**config.mk**
```make
export PLATFORM = sky130hd
export DESIGN_NAME = exu_mdu_iter_flat
export DESIGN_NICKNAME = d
export VERILOG_FILES = /design/src/rtl/exu_mdu_iter_if.sv /design/src/rtl/exu_mdu_iter.sv /design/src/flat_wrapper.sv
export SDC_FILE = /design/constraint.sdc
export NUM_CORES = 1
export LEC_CHECK = 0
export CELL_PAD_IN_SITES_DETAIL_PLACEMENT = 2
export CELL_PAD_IN_SITES_GLOBAL_PLACEMENT = 2
export CORE_UTILIZATION = 38
export CTS_CLUSTER_DIAMETER = 40
export CTS_CLUSTER_SIZE = 40
export DETAILED_ROUTE_END_ITERATION = 8
export PLACE_DENSITY = 0.91
export SYNTH_ARGS = -nofsm -noshare
export SYNTH_HDL_FRONTEND = slang
export SYNTH_SLANG_ARGS = --single-unit
```
**constraint.sdc**
```tcl
create_clock -name clk -period 14.4 [get_ports clk]
set_clock_uncertainty 0.15 [all_clocks]
set_input_delay 2.88 -clock clk [delete_from_list [all_inputs] [get_ports clk]]
set_output_delay 2.88 -clock clk [all_outputs]
set_load 0.005 [all_outputs]
```
**src/rtl/exu_mdu_iter_if.sv**
```systemverilog
// Request/response bundle between the EXU issue logic and the iterative
// multiply/divide unit: one valid/ready channel in each direction.
interface exu_mdu_iter_if #(
  parameter int XLEN  = 32,
  parameter int TAG_W = 5
);
  logic             in_valid;
  logic             in_ready;
  logic [7:0]       in_op;
  logic [XLEN-1:0]  in_rs1;
  logic [XLEN-1:0]  in_rs2;
  logic [TAG_W-1:0] in_tag;
  logic             out_valid;
  logic             out_ready;
  logic [XLEN-1:0]  out_result;
  logic [TAG_W-1:0] out_tag;

  modport master (
    output in_valid, in_op, in_rs1, in_rs2, in_tag, out_ready,
    input  in_ready, out_valid, out_result, out_tag
  );

  modport slave (
    input  in_valid, in_op, in_rs1, in_rs2, in_tag, out_ready,
    output in_ready, out_valid, out_result, out_tag
  );
endinterface

```
**src/rtl/exu_mdu_iter.sv**
```systemverilog
// Iterative RV32M multiply/divide unit: radix-2 shift-add / restoring divide.
// Optional macro MDU_EARLY_OUT_EN lets trivial operand cases skip CALC/FIX.
module exu_mdu_iter #(
  parameter int XLEN  = 32,
  parameter int TAG_W = 5
) (
  input  logic          clk,
  input  logic          rst,
  input  logic          flush,
  output logic          busy,
  exu_mdu_iter_if.slave mdu
);

  localparam int CNT_W = $clog2(XLEN);

  // in_op bit positions
  localparam int OP_MUL    = 0;
  localparam int OP_MULH   = 1;
  localparam int OP_MULHSU = 2;
  localparam int OP_MULHU  = 3;
  localparam int OP_DIV    = 4;
  localparam int OP_DIVU   = 5;
  localparam int OP_REM    = 6;
  localparam int OP_REMU   = 7;

  typedef enum logic [1:0] {
    S_IDLE,
    S_CALC,
    S_FIX,
    S_DONE
  } state_t;

  function automatic logic is_onehot(input logic [7:0] v);
    return (v != 8'd0) && ((v & (v - 8'd1)) == 8'd0);
  endfunction

  function automatic logic [XLEN-1:0] neg_x(input logic [XLEN-1:0] v);
    return ~v + {{(XLEN-1){1'b0}}, 1'b1};
  endfunction

  function automatic logic [2*XLEN-1:0] neg_2x(input logic [2*XLEN-1:0] v);
    return ~v + {{(2*XLEN-1){1'b0}}, 1'b1};
  endfunction

  function automatic logic [XLEN-1:0] mag(input logic signed [XLEN-1:0] v,
                                          input logic use_sign);
    logic [XLEN-1:0] r;
    if (use_sign && v[XLEN-1]) r = neg_x(v);
    else                       r = v;
    return r;
  endfunction

  state_t             state_q, state_d;
  logic [CNT_W-1:0]   cnt_q, cnt_d;
  logic [XLEN-1:0]    res_q, res_d;
  logic [TAG_W-1:0]   tag_q, tag_d;
  logic [7:0]         op_q, op_d;
  logic [XLEN-1:0]    opnd_q, opnd_d;
  logic [2*XLEN-1:0]  acc_q, acc_d;
  logic               neg_q, neg_d;

  logic signed [XLEN-1:0] rs1_s, rs2_s;
  logic                   accept;
  logic                   sgn_a, sgn_b, sa, sb;
  logic [XLEN-1:0]        a_abs, b_abs;
  logic                   req_mul, req_rem, rs2_zero;
  logic                   is_mul;
  logic [XLEN:0]          mul_sum;
  logic [XLEN:0]          div_rem_sh;
  logic                   div_ge;
  logic [XLEN-1:0]        div_diff;
  logic [2*XLEN-1:0]      prod;
  logic                   early_hit;
  logic [XLEN-1:0]        early_res;

  assign rs1_s = mdu.in_rs1;
  assign rs2_s = mdu.in_rs2;

  assign accept = !flush && (state_q == S_IDLE) && mdu.in_valid && is_onehot(mdu.in_op);

  // Operand signedness: mul treated as signed (low half is sign-agnostic).
  assign sgn_a    = mdu.in_op[OP_MUL] | mdu.in_op[OP_MULH] | mdu.in_op[OP_MULHSU]
                  | mdu.in_op[OP_DIV] | mdu.in_op[OP_REM];
  assign sgn_b    = mdu.in_op[OP_MUL] | mdu.in_op[OP_MULH]
                  | mdu.in_op[OP_DIV] | mdu.in_op[OP_REM];
  assign sa       = sgn_a & rs1_s[XLEN-1];
  assign sb       = sgn_b & rs2_s[XLEN-1];
  assign a_abs    = mag(rs1_s, sgn_a);
  assign b_abs    = mag(rs2_s, sgn_b);
  assign req_mul  = |mdu.in_op[OP_MULHU:OP_MUL];
  assign req_rem  = mdu.in_op[OP_REM] | mdu.in_op[OP_REMU];
  assign rs2_zero = (mdu.in_rs2 == '0);

`ifdef MDU_EARLY_OUT_EN
  // Divide-by-zero is checked before rs1==0 so 0/0 still yields all ones.
  always_comb begin
    early_hit = 1'b0;
    early_res = '0;
    if (!req_mul && rs2_zero) begin
      early_hit = 1'b1;
      early_res = req_rem ? mdu.in_rs1 : '1;
    end else if (mdu.in_rs1 == '0) begin
      early_hit = 1'b1;
      early_res = '0;
    end else if ((mdu.in_op[OP_DIV] | mdu.in_op[OP_REM]) &&
                 (mdu.in_rs1 == {1'b1, {(XLEN-1){1'b0}}}) && (mdu.in_rs2 == '1)) begin
      early_hit = 1'b1;
      early_res = mdu.in_op[OP_DIV] ? mdu.in_rs1 : '0;
    end
  end
`else
  assign early_hit = 1'b0;
  assign early_res = '0;
`endif

  // Datapath step terms: acc holds {hi, lo} for both multiply and divide.
  assign is_mul     = |op_q[OP_MULHU:OP_MUL];
  assign mul_sum    = {1'b0, acc_q[2*XLEN-1:XLEN]} + (acc_q[0] ? {1'b0, opnd_q} : '0);
  assign div_rem_sh = acc_q[2*XLEN-1:XLEN-1];
  assign div_ge     = (div_rem_sh >= {1'b0, opnd_q});
  assign div_diff   = div_rem_sh[XLEN-1:0] - opnd_q;
  assign prod       = neg_q ? neg_2x(acc_q) : acc_q;

  always_comb begin
    state_d = state_q;
    cnt_d   = cnt_q;
    res_d   = res_q;
    tag_d   = tag_q;
    op_d    = op_q;
    opnd_d  = opnd_q;
    acc_d   = acc_q;
    neg_d   = neg_q;

    if (flush) begin
      state_d = S_IDLE;
    end else begin
      unique case (state_q)
        S_IDLE: begin
          if (accept) begin
            op_d  = mdu.in_op;
            tag_d = mdu.in_tag;
            cnt_d = '0;
            if (req_mul) begin
              opnd_d = a_abs;
              acc_d  = {{XLEN{1'b0}}, b_abs};
              neg_d  = sa ^ sb;
            end else begin
              opnd_d = b_abs;
              acc_d  = {{XLEN{1'b0}}, a_abs};
              neg_d  = req_rem ? sa : ((sa ^ sb) & !rs2_zero);
            end
            if (early_hit) begin
              res_d   = early_res;
              state_d = S_DONE;
            end else begin
              state_d = S_CALC;
            end
          end
        end

        S_CALC: begin
          if (is_mul)      acc_d = {mul_sum, acc_q[XLEN-1:1]};
          else if (div_ge) acc_d = {div_diff, acc_q[XLEN-2:0], 1'b1};
          else             acc_d = {div_rem_sh[XLEN-1:0], acc_q[XLEN-2:0], 1'b0};
          cnt_d = cnt_q + 1'b1;
          if (cnt_q == CNT_W'(XLEN-1)) begin
            cnt_d   = '0;
            state_d = S_FIX;
          end
        end

        S_FIX: begin
          if (op_q[OP_MUL])
            res_d = prod[XLEN-1:0];
          else if (is_mul)
            res_d = prod[2*XLEN-1:XLEN];
          else if (op_q[OP_DIV] | op_q[OP_DIVU])
            res_d = neg_q ? neg_x(acc_q[XLEN-1:0]) : acc_q[XLEN-1:0];
          else
            res_d = neg_q ? neg_x(acc_q[2*XLEN-1:XLEN]) : acc_q[2*XLEN-1:XLEN];
          state_d = S_DONE;
        end

        S_DONE: begin
          if (mdu.out_ready) state_d = S_IDLE;
        end

        default: state_d = S_IDLE;
      endcase
    end
  end

  // Control and architecturally visible outputs
  always_ff @(posedge clk or posedge rst) begin
    if (rst) begin
      state_q <= S_IDLE;
      cnt_q   <= '0;
      res_q   <= '0;
      tag_q   <= '0;
    end else begin
      state_q <= state_d;
      cnt_q   <= cnt_d;
      res_q   <= res_d;
      tag_q   <= tag_d;
    end
  end

  // Working datapath; contents only meaningful between accept and FIX
  always_ff @(posedge clk) begin
    op_q   <= op_d;
    opnd_q <= opnd_d;
    acc_q  <= acc_d;
    neg_q  <= neg_d;
  end

  assign mdu.in_ready   = (state_q == S_IDLE);
  assign mdu.out_valid  = (state_q == S_DONE);
  assign mdu.out_result = res_q;
  assign mdu.out_tag    = tag_q;
  assign busy           = (state_q != S_IDLE);

endmodule
```
**src/flat_wrapper.sv**
```systemverilog
// flat-port wrapper written by rule: the top's interface ports become plain ports
module exu_mdu_iter_flat 
#(
  parameter int XLEN  = 32,
  parameter int TAG_W = 5
)
  (clk, rst, flush, busy, mdu_in_valid, mdu_in_op, mdu_in_rs1, mdu_in_rs2, mdu_in_tag, mdu_out_ready, mdu_in_ready, mdu_out_valid, mdu_out_result, mdu_out_tag);
  exu_mdu_iter_if #(.XLEN(XLEN), .TAG_W(TAG_W)) mdu_i ();
  input  logic clk;
  input  logic rst;
  input  logic flush;
  output logic busy;
  input wire logic [$bits(mdu_i.in_valid)-1:0] mdu_in_valid;
  input wire logic [$bits(mdu_i.in_op)-1:0] mdu_in_op;
  input wire logic [$bits(mdu_i.in_rs1)-1:0] mdu_in_rs1;
  input wire logic [$bits(mdu_i.in_rs2)-1:0] mdu_in_rs2;
  input wire logic [$bits(mdu_i.in_tag)-1:0] mdu_in_tag;
  input wire logic [$bits(mdu_i.out_ready)-1:0] mdu_out_ready;
  output wire logic [$bits(mdu_i.in_ready)-1:0] mdu_in_ready;
  output wire logic [$bits(mdu_i.out_valid)-1:0] mdu_out_valid;
  output wire logic [$bits(mdu_i.out_result)-1:0] mdu_out_result;
  output wire logic [$bits(mdu_i.out_tag)-1:0] mdu_out_tag;
  assign mdu_i.in_valid = mdu_in_valid;
  assign mdu_i.in_op = mdu_in_op;
  assign mdu_i.in_rs1 = mdu_in_rs1;
  assign mdu_i.in_rs2 = mdu_in_rs2;
  assign mdu_i.in_tag = mdu_in_tag;
  assign mdu_i.out_ready = mdu_out_ready;
  assign mdu_in_ready = mdu_i.in_ready;
  assign mdu_out_valid = mdu_i.out_valid;
  assign mdu_out_result = mdu_i.out_result;
  assign mdu_out_tag = mdu_i.out_tag;
  exu_mdu_iter #(.XLEN(XLEN), .TAG_W(TAG_W)) u_core (.clk(clk), .rst(rst), .flush(flush), .busy(busy), .mdu(mdu_i));
endmodule
```
* Word level (Yosys, flattened, before mapping)
Index checks and enable logic that the tools add are counted.
** Word-level totals
- Output and inout port bits :: 40
- Input bits :: 82
- Word-level logic and storage cells :: 90
- Bits in registers :: 147
** Cells by class
- Equality and inequality tests :: 8
- Add/subtract/negate cells :: 9
- Muxes and demuxes :: 25
- Order comparisons :: 1
- Bitwise gates (word level) :: 19
- Reductions and logical operators :: 20
** Operators with widths (number)
- 32-bit 2-to-1 mux :: 10
- 64-bit 2-to-1 mux :: 4
- 32-bit by 1-bit adder with 32-bit output, second input constant :: 4
- 32-bit inverter :: 4
- 64-bit case mux with 2 select lines :: 1
- 64-bit by 1-bit adder with 64-bit output, second input constant :: 1
- 64-bit inverter :: 1
- 32-bit by 33-bit adder with 33-bit output :: 1
- 33-bit by 32-bit >= comparator with 1-bit output :: 1
- 32-bit logical NOT :: 1
- 32-bit subtractor :: 1
- 5-bit 2-to-1 mux :: 2
- 5-bit case mux with 2 select lines :: 1
- 3-bit AND reduction :: 3
- 8-bit bitwise AND :: 1
- 8-bit logical NOT :: 1
- 2-bit 2-to-1 mux :: 4
- 1-bit OR :: 8
- 2-bit case mux with 4 select lines :: 1
- 8-bit nonzero test :: 1
- 4-bit OR reduction :: 2
- 8-bit by 1-bit subtractor with 8-bit output, second input constant :: 1
- 1-bit logical AND :: 6
- 3-bit by 2-bit != test with 1-bit output, second input constant :: 2
- other kinds (14) :: 20

* Logic depth before layout (Yosys ltp)
- Depth in word-level cells :: 9
- Gate-level depth with buffers :: 15
- Depth with buffers taken out :: 14

* Least setup slack after synthesis
Ideal clock, no wire load.
- Kind :: input to register
- Start point :: input mdu_in_op[1]
- End point :: register u_core.acc_q[0] (enable)
- Path buffers :: 1
- Stages :: 8
- Slack :: 6.354 ns
- Library setup time :: 0.418 ns
- Data arrival time :: 7.477 ns
- Data required time :: 13.832 ns
- Path through :: or4_1 clkbuf_1 o31ai_1 o21ai_0 o21a_1 nor4_4 o21bai_1 inv_1
** Between the ends
- Word-level cells in the longest chain between the ends :: 7
- Elaborated cells on any way between the ends :: 8
- Classes of those cells :: add/sub (1); eq/ne (1); bitwise (1); reduce/logical (5)
** Ends and longest elaborated chain
- start: declaration :: line flat_wrapper.sv:14 : input wire logic [$bits(mdu_i.in_op)-1:0] mdu_in_op;
- 8-bit by 1-bit subtractor with 8-bit output :: line exu_mdu_iter.sv:34 : return (v != 8'd0) && ((v & (v - 8'd1)) == 8'd0);
- 8-bit bitwise AND :: line exu_mdu_iter.sv:34
- 8-bit logical NOT :: line exu_mdu_iter.sv:34
- 1-bit logical AND * :: line exu_mdu_iter.sv:34
- 1-bit logical AND * :: line exu_mdu_iter.sv:79 : assign accept = !flush && (state_q == S_IDLE) && mdu.in_valid && is_onehot(mdu.in_op);
- 2-bit by 1-bit != test with 1-bit output (no source line) *
- 3-bit AND reduction (no source line) *
- end signal: assignment :: line exu_mdu_iter.sv:212 : acc_q <= acc_d;
- end: declaration :: line exu_mdu_iter.sv:59 : logic [2*XLEN-1:0] acc_q, acc_d;
Every way passes the cells marked *; elsewhere a longest branch is shown, timed or not.
A chain may end at the register's enable or synchronous reset.

* Final worst setup path
- Start point :: input mdu_in_op[1]
- End point :: register u_core.acc_q[53] (enable)
Same word-level chain as after synthesis.

==> run metrics <==
nets between 1500 and 2000; Initial Util between 30% and 40%; Leak approximately 0.0065 uW; M1 wire length about 27000 um; DR WL/cell roughly 29 um; Root Driver clkbuf_16; routed wl met2 32300 um; WS Path Type primary input to flip-flop; sw frac approximately a third; PD cells ~92 nW/um^2; crit end category flip-flop; post-synthesis sequential area ratio a little under a third; CP max FO 64; H-Tree Depth 4; setup TNS 0 ps; initial detailed-routing violation count 1484; number of synthesized flops with an enable pin between 100 and 150; top sig layer met5; setup bufs post-CTS 0; Die Width 194 um; fin area roughly 16000 sq um; DP Area roughly 16000 sq um; Synth top area share ~22%; synth warn 0; Final HPWL DP just under 50000 um; Mapped Cells ~1800; antenna violations before repair 1; Ports between 100 and 150; critical path launch point type primary input; final WL between 60000 and 70000 um; flops & latches, synth between 100 and 150; total track usage a little over a third; RSZ-0062 raised after global routing false; met3 wire len between 3000 and 4000 um; Sequential Area between 4000 and 5000 sq um; CTS max path bufs 2; crit path cell chain clkdlybuf4s50_1 -> or4_2 -> buf_4 -> xnor2_1 -> o21ai_0 -> o21ai_0 -> o21a_1 -> nor4_4 -> o21bai_1 -> inv_2 -> buf_4; placer congestion estimate about 0.95; P&R area growth vs syn 15.9%; largest net degree at the start of global routing 91; die area 37500 sq um; clk slew on worst S/H paths around 70 ps; Buf+Inv Stages, Crit Path 4; TritonCTS clock tree built; Cell Area, Synth 14000 sq um; Ant. Diodes 0; Max Freq between 0.1 and 0.15 GHz; Worst path slowest cell buf_4; footprint of the multi-input gates just over 9000 sq um; Hold Vio Cnt, Final 0; vias in the first global route roughly 16000; Total Power about 1500 uW; Net Count, Synth roughly 1900; Hold WC Path Type flip-flop to flip-flop; die height between 150 and 200 um; Final min period between 6000 and 7000 ps; Num CTS Buffers 17; Psw between 500 and 600 uW; asr flop ratio synth between 20 and 30%; Sequential Power Share ~37%; fin. max-slew vios 0; port buffer count about 120; worst endpoint required time 14330 ps; DRT antenna net count 0; fillcell total between 3000 and 4000; core area 35800 sq um; internal power 964 uW; Clock Power Share about 34%; outcome finished clean; R2R Setup Slk around 9400 ps; top_reg_cell synth edfxtp_1; count of TritonRoute iterations in the first routing pass 5; CP delay by family, top buffers and inverters; first-pass GRT wire length 102000 um; final setup violation count 0; biggest area consumer among synthesized cells edfxtp_1; Clock Sink Count around 150; peak supply drop 0.0000943 V; crit path DAT between 6000 and 7000 ps; Vias approximately 15000; syn_area_per_cell around 8 sq um; remaining global-route overflow 0; Cell Rows 69; period utilisation layout approximately 47%; worst setup margin 7690 ps; final cell count without fillers ~2300; Yosys cell types between 70 and 80; top post-synthesis cells by area edfxtp_1, dfrtp_1, nand2_1; hold_buf cts 0; Clock Latency Late Sink about 480 ps; max incr delay on CP 770 ps; vias per cell roughly 6.6; Worst-Margin Slew 1030 ps; Setup WS pre-CTS 7340 ps; worst rel slew slack 31.0%; max cap viols 0; DR DRC count 0; share of post-route cells with drive strength above 1 around 4.6%; Cells after DPL 2283; part of the power in combinational logic 29.3%; post-CTS sizing 0
-- cells in the final DEF, fill, tap and decap left out, types with 9 or more instances in the layout --
master,instances
o31ai_1,29
o211ai_1,12
a21oi_1,167
buf_4,16
a31oi_1,37
a211oi_1,10
and3_1,17
or3_1,9
nand2b_1,12
o21bai_1,11
o32ai_1,10
clkbuf_16,19
and2_1,11
ha_1,73
nand4_1,11
xor2_1,56
nand2_1,271
a21o_1,36
edfxtp_1,103
nor2_1,166
nor3_1,35
or4_1,15
inv_1,70
nor4_1,18
nand3_1,29
mux2i_1,39
clkdlybuf4s50_1,121
dfrtp_1,44
o22ai_1,19
o21ai_0,137
xnor2_1,114
-- area by class of cell --
type                            count  area share [%]
Timing Repair Buffer              137            8.23
Clock inverter                     10           0.665
Multi-Input combinational cell   1466            56.7
Sequential cell                   147            25.9
Tap cell                          461            3.57
Inverter                           72            1.67
Clock buffer                       22            3.20
-- worst min-delay path, stage by stage (launching register included) --
cell and delay, ps:
dfrtp_1 350, nand2_1 50, o21ai_0 60
-- through the flow --
step | util [%] | hold slack (ps)
4_1_cts | 45.1 | 343
3_3_place_gp | 43.4 | 308
6_report | 45.1 | 340
3_5_place_dp | 43.4 | 320
5_1_grt | 45.1 | 388
2_1_floorplan | - | 306
-- cell families after synthesis --
kind of cell / share of synthesized area [%]
compound gates: 23.6
buf+inv: 4.38
xor+xnor: 10.7
flops: 30.0
fa+ha+maj: 6.99
mux: 3.44
simple gates: 20.9
-- power groups by stage --
stage               logic (uW)  registers (uW)  clock network (uW)
finish                     434             545                 503
global route               462             549                 514
CTS                        428             544                 503
detailed placement         414             551                   0
global placement           381             547                   0
floorplan                  216             541                   0
-- state kept, by name, indices dropped and copies added (netlist names) --
signal,cells
u_core.acc_q,64
u_core.cnt_q,5
u_core.mdu.out_result,32
u_core.mdu.out_tag,5
u_core.neg_q,1
u_core.op_q,6
u_core.opnd_q,32
u_core.state_q,2
-- worst paths after layout --
path                                           from                         to  cells past startpoint
max                                    mdu_in_op[1]           u_core.acc_q[53]                     11
min                        u_core.mdu.out_result[0]   u_core.mdu.out_result[0]                      2
max reg2reg                         u_core.acc_q[0]           u_core.acc_q[60]                     14
min reg2reg                u_core.mdu.out_result[0]   u_core.mdu.out_result[0]                      2
max in group asynchronous                       rst            u_core.cnt_q[0]                      2
min in group asynchronous                       rst  u_core.mdu.out_result[13]                      2
-- synthesized netlist by cell type, types with 19 or more instances --
| cell type | instances |
|---|---|
| ha_1 | 74 |
| a21o_1 | 36 |
| clkbuf_1 | 78 |
| nor4_1 | 20 |
| a31oi_1 | 37 |
| o22ai_1 | 19 |
| o21ai_0 | 137 |
| inv_1 | 72 |
| nand2_1 | 271 |
| nor3_1 | 35 |
| a21oi_1 | 167 |
| xor2_1 | 56 |
| dfrtp_1 | 44 |
| nor2_1 | 167 |
| xnor2_1 | 114 |
| nand3_1 | 29 |
| mux2i_1 | 39 |
| o31ai_1 | 29 |
| edfxtp_1 | 103 |
-- metal layers --
| metal | vias to the layer above | track usage (%) |
|---|---|---|
| met5 | - | 0 |
| met4 | 2 | 19.2 |
| met3 | 237 | 5.32 |
| met2 | 711 | 61.0 |
| met1 | 7678 | 43.0 |
| li1 | 6548 | - |
(Power assumes the default switching activity.)
